File: config.mk
export PLATFORM = sky130hd
export DESIGN_NAME = step_seq_gen_flat
export DESIGN_NICKNAME = d
export VERILOG_FILES = /design/src/rtl/step_seq_gen_pkg.sv /design/src/rtl/step_seq_gen_if.sv /design/src/rtl/step_seq_gen_delay_line.sv /design/src/rtl/step_seq_gen.sv /design/src/flat_wrapper.sv
export SDC_FILE = /design/constraint.sdc
export NUM_CORES = 1
export LEC_CHECK = 0
export CAP_MARGIN = 40
export CORE_ASPECT_RATIO = 1.75
export CORE_MARGIN = 10
export CORE_UTILIZATION = 55
export CTS_BUF_LIST = sky130_fd_sc_hd__clkbuf_8
export DETAILED_ROUTE_END_ITERATION = 8
export PLACE_DENSITY = 0.81
export SYNTH_ARGS = -nofsm -noshare
export SYNTH_HDL_FRONTEND = slang
export SYNTH_SLANG_ARGS = --single-unit
File: constraint.sdc
create_clock -name CLK -period 4.8 [get_ports CLK]
set_clock_uncertainty 0.1 [all_clocks]
set_input_delay 0.72 -clock CLK [delete_from_list [all_inputs] [get_ports CLK]]
set_output_delay 0.72 -clock CLK [all_outputs]
set_load 0.01 [all_outputs]
File: src/rtl/step_seq_gen_pkg.sv
// Shared definitions for the step-enable sequencer: state encoding and the
// step/latency defaults also used by the downstream step counter.
package step_seq_gen_pkg;

  typedef enum logic [2:0] {
    ST_IDLE  = 3'd0,
    ST_CLR   = 3'd1,
    ST_RUN   = 3'd2,
    ST_DRAIN = 3'd3,
    ST_FIN   = 3'd4
  } state_t;

  // 3x3 kernel: nine steps per operation; the counter registers CE twice.
  localparam int DEF_NUM_STEPS = 9;
  localparam int DEF_CE_LAT    = 2;
  localparam int DEF_CNT_W     = 5;
  localparam int DRAIN_W       = 3;

endpackage

File: src/rtl/step_seq_gen_if.sv
// Control/status bundle between the extension decode, the sequencer and the
// kernel datapath. START/STALL/ABORT are level inputs sampled every rising
// edge; CE/CNT_RST/DONE are single-cycle pulses; STEP_IDX is meaningful only
// while STEP_VLD is high. No ready/backpressure path exists beyond STALL.
interface step_seq_gen_if #(
  parameter int CNT_W = 5
);
  logic             START;
  logic             STALL;
  logic             ABORT;
  logic             CE;
  logic             CNT_RST;
  logic [CNT_W-1:0] STEP_IDX;
  logic             STEP_VLD;
  logic             BUSY;
  logic             DONE;

  modport master (
    output START, STALL, ABORT,
    input  CE, CNT_RST, STEP_IDX, STEP_VLD, BUSY, DONE
  );

  modport slave (
    input  START, STALL, ABORT,
    output CE, CNT_RST, STEP_IDX, STEP_VLD, BUSY, DONE
  );
endinterface

File: src/rtl/step_seq_gen_delay_line.sv
// CE_LAT-deep shift register of {valid, index}; its tail lines up with the
// cycle in which the downstream counter actually increments.
module step_delay_line #(
  parameter int CE_LAT = 2,
  parameter int CNT_W  = 5
) (
  input  logic             clk_i,
  input  logic             rst_ni,
  input  logic             flush_i,
  input  logic             vld_i,
  input  logic [CNT_W-1:0] idx_i,
  output logic             vld_o,
  output logic [CNT_W-1:0] idx_o
);
  localparam int IW = CE_LAT * CNT_W;

  logic [CE_LAT-1:0] vld_q, vld_d;
  logic [IW-1:0]     idx_q, idx_d;

  // Stage 0 sits in the low bits; the cast drops the stage falling off the top.
  always_comb begin
    vld_d = CE_LAT'({vld_q, vld_i});
    idx_d = IW'({idx_q, idx_i});
    if (flush_i) begin
      vld_d = '0;
      idx_d = '0;
    end
  end

  always_ff @(posedge clk_i or negedge rst_ni) begin
    if (!rst_ni) begin
      vld_q <= '0;
      idx_q <= '0;
    end else begin
      vld_q <= vld_d;
      idx_q <= idx_d;
    end
  end

  assign vld_o = vld_q[CE_LAT-1];
  assign idx_o = idx_q[IW-1 -: CNT_W];

endmodule

File: src/rtl/step_seq_gen.sv
// Issues NUM_STEPS registered CE pulses per START and produces a step-index
// stream aligned to the downstream counter's CE_LAT-cycle increment lag.
module step_seq_gen
  import step_seq_gen_pkg::*;
#(
  parameter int NUM_STEPS = DEF_NUM_STEPS,
  parameter int CNT_W     = DEF_CNT_W,
  parameter int CE_LAT    = DEF_CE_LAT
) (
  input  logic                 CLK,
  input  logic                 RST_N,
  step_seq_gen_if.slave        bus,
  output state_t               dbg_state_o
);
  localparam logic [CNT_W-1:0]   LAST_IDX   = CNT_W'(NUM_STEPS - 1);
  localparam logic [DRAIN_W-1:0] DRAIN_LAST = DRAIN_W'(CE_LAT - 1);

  state_t              state_q, state_d;
  logic                issue_ce;
  logic                flush;
  logic                cnt_rst;
  logic                busy;
  logic                done;
  logic                ce_q, ce_d;
  logic [CNT_W-1:0]    ce_idx_q, ce_idx_d;
  logic [CNT_W-1:0]    issue_cnt_q, issue_cnt_d;
  logic                all_issued_q, all_issued_d;
  logic [DRAIN_W-1:0]  drain_cnt_q, drain_cnt_d;

  always_ff @(posedge CLK or negedge RST_N) begin
    if (!RST_N) state_q <= ST_IDLE;
    else        state_q <= state_d;
  end

  // RUN spans exactly the cycles in which CE is visible; it is left once the
  // final pulse has been driven.
  always_comb begin
    state_d = state_q;
    case (state_q)
      ST_IDLE:  if (bus.START) state_d = ST_CLR;
      ST_CLR:   state_d = ST_RUN;
      ST_RUN:   if (ce_q && all_issued_q) state_d = ST_DRAIN;
      ST_DRAIN: if (drain_cnt_q == DRAIN_LAST) state_d = ST_FIN;
      ST_FIN:   state_d = ST_IDLE;
      default:  state_d = ST_IDLE;
    endcase
    if (bus.ABORT) state_d = ST_IDLE;
  end

  // The CLR cycle makes the first issue decision so the pulse lands right
  // after the counter clear; STALL only gates decisions taken in RUN.
  always_comb begin
    issue_ce = 1'b0;
    flush    = 1'b0;
    cnt_rst  = 1'b0;
    busy     = 1'b0;
    done     = 1'b0;
    if (state_q != ST_IDLE) begin
      busy  = 1'b1;
      flush = bus.ABORT;
    end
    if (state_q == ST_CLR) cnt_rst = 1'b1;
    if (state_q == ST_FIN) done = 1'b1;
    if (!bus.ABORT) begin
      if (state_q == ST_CLR) issue_ce = 1'b1;
      if (state_q == ST_RUN && !bus.STALL && !all_issued_q) issue_ce = 1'b1;
    end
  end

  always_comb begin
    ce_d         = issue_ce;
    ce_idx_d     = issue_ce ? issue_cnt_q : ce_idx_q;
    issue_cnt_d  = issue_cnt_q;
    all_issued_d = all_issued_q;
    drain_cnt_d  = (state_q == ST_DRAIN) ? drain_cnt_q + 1'b1 : '0;
    if (state_q == ST_IDLE) begin
      issue_cnt_d  = '0;
      all_issued_d = 1'b0;
    end else if (issue_ce) begin
      issue_cnt_d = issue_cnt_q + 1'b1;
      if (issue_cnt_q == LAST_IDX) all_issued_d = 1'b1;
    end
  end

  always_ff @(posedge CLK or negedge RST_N) begin
    if (!RST_N) begin
      ce_q         <= 1'b0;
      ce_idx_q     <= '0;
      issue_cnt_q  <= '0;
      all_issued_q <= 1'b0;
      drain_cnt_q  <= '0;
    end else begin
      ce_q         <= ce_d;
      ce_idx_q     <= ce_idx_d;
      issue_cnt_q  <= issue_cnt_d;
      all_issued_q <= all_issued_d;
      drain_cnt_q  <= drain_cnt_d;
    end
  end

  step_delay_line #(
    .CE_LAT (CE_LAT),
    .CNT_W  (CNT_W)
  ) u_delay (
    .clk_i   (CLK),
    .rst_ni  (RST_N),
    .flush_i (flush),
    .vld_i   (ce_q),
    .idx_i   (ce_idx_q),
    .vld_o   (bus.STEP_VLD),
    .idx_o   (bus.STEP_IDX)
  );

  assign bus.CE      = ce_q;
  assign bus.CNT_RST = cnt_rst;
  assign bus.BUSY    = busy;
  assign bus.DONE    = done;
  assign dbg_state_o = state_q;

  ce_only_in_run: assert property (@(posedge CLK) disable iff (!RST_N)
    ce_q |-> (state_q == ST_RUN));

endmodule

File: src/flat_wrapper.sv
// flat-port wrapper written by rule: the top's interface ports become plain ports
module step_seq_gen_flat import step_seq_gen_pkg::*;
#(
  parameter int NUM_STEPS = DEF_NUM_STEPS,
  parameter int CNT_W     = DEF_CNT_W,
  parameter int CE_LAT    = DEF_CE_LAT
)
  (CLK, RST_N, dbg_state_o, bus_START, bus_STALL, bus_ABORT, bus_CE, bus_CNT_RST, bus_STEP_IDX, bus_STEP_VLD, bus_BUSY, bus_DONE);
  step_seq_gen_if #(.CNT_W(CNT_W)) bus_i ();
  input  logic CLK;
  input  logic RST_N;
  output state_t dbg_state_o;
  input wire logic [$bits(bus_i.START)-1:0] bus_START;
  input wire logic [$bits(bus_i.STALL)-1:0] bus_STALL;
  input wire logic [$bits(bus_i.ABORT)-1:0] bus_ABORT;
  output wire logic [$bits(bus_i.CE)-1:0] bus_CE;
  output wire logic [$bits(bus_i.CNT_RST)-1:0] bus_CNT_RST;
  output wire logic [$bits(bus_i.STEP_IDX)-1:0] bus_STEP_IDX;
  output wire logic [$bits(bus_i.STEP_VLD)-1:0] bus_STEP_VLD;
  output wire logic [$bits(bus_i.BUSY)-1:0] bus_BUSY;
  output wire logic [$bits(bus_i.DONE)-1:0] bus_DONE;
  assign bus_i.START = bus_START;
  assign bus_i.STALL = bus_STALL;
  assign bus_i.ABORT = bus_ABORT;
  assign bus_CE = bus_i.CE;
  assign bus_CNT_RST = bus_i.CNT_RST;
  assign bus_STEP_IDX = bus_i.STEP_IDX;
  assign bus_STEP_VLD = bus_i.STEP_VLD;
  assign bus_BUSY = bus_i.BUSY;
  assign bus_DONE = bus_i.DONE;
  step_seq_gen #(.NUM_STEPS(NUM_STEPS), .CNT_W(CNT_W), .CE_LAT(CE_LAT)) u_core (.CLK(CLK), .RST_N(RST_N), .bus(bus_i), .dbg_state_o(dbg_state_o));
endmodule
==> impl_metrics.toml <==
[sta]
clock.fmax_ghz = 0.389
hold_viol = 0
slew_headroom_pct = 70.3
period_minus_slack_ns = 2.57
tightest_slew_ns = 0.444
finalCritPeriodShare_pct = 53.6
slew_violations = 0
tns_ns = 0
rsz0062_at_grt = "no"
setup_viol = 0

[yosys]
ys_types = 32
yosysSeqAreaShare_pct = 57.0
synth_top_area_cell = "dfrtp_1"
yosysMostFrequentCell = "dfrtp_1"
yosys_warnings = 0
synth_compound_area_share_pct = 6.46
synthTopCellsByArea = "dfrtp_1 57%, and2_1 5.7%, mux2_4 4.6%"
synth_xor_area_share_pct = 0.665
synth_mux_area_share_pct = 8.46
syn_area_um2 = 1320
synthSimpleGateAreaFrac_pct = 18.6
syn_area_per_cell_um2 = 12.3
synth_top_family_by_area = "simple AND/OR/NAND/NOR gates"
netlist_instances = 107
synth_fa_ha_area_share_pct = 3.80
syn_nets = 116
synth_top_area_share_pct = 57.0
synth_edf_count = 0
yosys_most_used_dff = "dfrtp_1"
ys_seq_elements = 30
synth_commonest_cells = "30 x dfrtp_1, 12 x and2_1, 6 x nand2_1, 6 x nor2_1, 5 x buf_4"
synthArstFlopShare_pct = 100

[setup_path]
cp-end-kind = "output port"
crit_start = "u_core.dbg_state_o[1]"
crit_required_ns = 3.98
criticalPathCategory = "flop to output port"
start_kind = "flop"
crit_fanout = 10
reg2reg_from = "u_core.dbg_state_o[0]"
cp.arrival_ns = 1.75

[run]
drv_cap = 0

[global_routing]
grt_pass1_vias = 931
grt_usage_pct = 11.3
grt_max_degree = 31
grt_pass1_wl_mm = 4.22
antenna_found_initial = 0
grt-ovfl-total = 0

[die]
core-area_um2 = 2300
die_h_um = 84.7
floorplan.initialDensity_pct = 57.2
rows = 23
die-area_um2 = 4830
die_w_um = 57.0
io_pins = 18

[placement]
placed_cells = 143
dp_hpwl_mm = 1.72
gp_congestion = 0.800
port_buffers = 17

[clock_network]
cts_tree = "built"
numCtsBuffers = 5
cts.sinks = 30
cts.clk_slew.worst_paths_ns = 0.06
htreeDepth = 2
cts_hold_buf = 0
postCtsSetupBuffers = 0
clockRootBuffer = "clkbuf_8"
worst_skew_pair.late_latency_ns = 0.28
cts_resized = 0
cts_buffer_depth = 2

[routing]
via_per_inst = 5.36
drt_iter0_drc = 15
num_vias = 810
detail-route-antenna-nets = 0
wirelength_mm = 2.36
drc = 0
avgRoutedWirePerCell_um = 15.6
drt_first_pass_iters = 4

[pwr]
intPower_uw = 403
clockPowerShare_pct = 39.1
switching_share_pct = 24.2
cellPowerDensity_nw_per_um2 = 338
power_switching_uw = 128
p_leak_uw = 0.000765
ir_drop_mv = 0.277
power_frac_seq_pct = 51.0
pwr-share-comb_pct = 9.9

[worst_hold_path]
hold_start = "u_core.u_delay.vld_q[0]"
worstHoldPathType = "flop to flop"

[finish]
fin_cells = 151
area_delta_synth_final_pct = 19.3
drive_gt1_share_pct = 15.1
diodes = 0
nNetsFinal = 134

[outcome]
status = "complete, no violations"
[worst max-delay path: stages, from the launching register on]
cell	delay, ns
dfrtp_1	0.49
nor3_1	0.33
inv_2	0.14
clkdlybuf4s50_1	0.51
[power groups by stage]
stage | logic [uW] | clock network [uW] | registers, uW
floorplan | 31.0 | 0 | 274
global placement | 52.5 | 0 | 275
detailed placement | 53.8 | 0 | 276
CTS | 54.2 | 212 | 271
global route | 58.5 | 223 | 273
finish | 52.7 | 207 | 271
[stage by stage]
stage / hold WS [ns] / utilization (%) / total power [uW] / setup WS, ns / area [um2]
after floorplan: 0.324 / - / 305 / 2.91 / 1320
after global routing: 0.378 / 68.2 / 554 / 2.13 / 1570
final: 0.358 / 68.2 / 531 / 2.23 / 1570
after detailed placement: 0.341 / 64.2 / 329 / 2.36 / 1480
after global placement: 0.332 / 64.2 / 328 / 2.41 / 1480
after CTS: 0.361 / 68.2 / 538 / 2.22 / 1570
[flip-flops by register name, summed over array words and instances, names as in the netlist]
signal	flops
u_core.u_delay.idx_q	10
u_core.u_delay.vld_q	2
u_core.all_issued_q	1
u_core.dbg_state_o	3
u_core.issue_cnt_q	5
u_core.bus.CE	1
u_core.drain_cnt_q	3
u_core.ce_idx_q	5
[cells by family after synthesis]
group                    count (synthesis)
multiplexers                             9
AND/OR/NAND/NOR                         40
flip-flops                              30
adder cells (fa/ha/maj)                  4
AO/OA/AOI/OAI                           11
buffers and inverters                   12
XOR/XNOR                                 1
[metal layers]
layer	share of wire, %	vias to the layer above	global-route usage (%)	wire length [um]
met3	7.2	6	5.58	170
met5	0	-	0	0
met1	36	396	9.80	862
met2	54	22	19.2	1270
met4	2.6	0	7.94	61
li1	-	386	-	-
[worst paths after layout]
kind / end / slack, ns / depth (start not counted)
worst max-delay path: bus_BUSY / 2.23 / 3
worst min-delay path: u_core.u_delay.vld_q[1] / 0.36 / 1
worst max register to register: u_core.ce_idx_q[4] / 2.99 / 4
worst min register to register: u_core.u_delay.vld_q[1] / 0.36 / 1
max in group asynchronous: u_core.dbg_state_o[1] / 3.62 / 2
min in group asynchronous: u_core.u_delay.idx_q[0] / 0.72 / 2
[final cells by class]
cell class | count | area, um2
Clock buffer | 6 | 82.6
Timing Repair Buffer | 18 | 178
Fill cell | 183 | 732
Inverter | 5 | 18.8
Sequential cell | 30 | 751
Multi-Input combinational cell | 65 | 500
Tap cell | 25 | 31.3
Clock inverter | 2 | 8.76
[layout by cell type (no fill, tap or decap), drive strengths merged, types with 2 or more instances in the layout]
master | netlist | routed
and2 | 12 | 12
nor3 | 2 | 2
nor2b | 2 | 2
inv | 5 | 6
mux2 | 5 | 5
nand2 | 6 | 6
clkbuf | 1 | 6
dfrtp | 30 | 30
ha | 4 | 4
clkdlybuf4s50 | 0 | 17
nor3b | 3 | 3
nor2 | 6 | 6
o211ai | 4 | 4
nand2b | 3 | 3
o21ai | 3 | 3
mux2i | 4 | 4
Power figures use the tool's default switching activity.
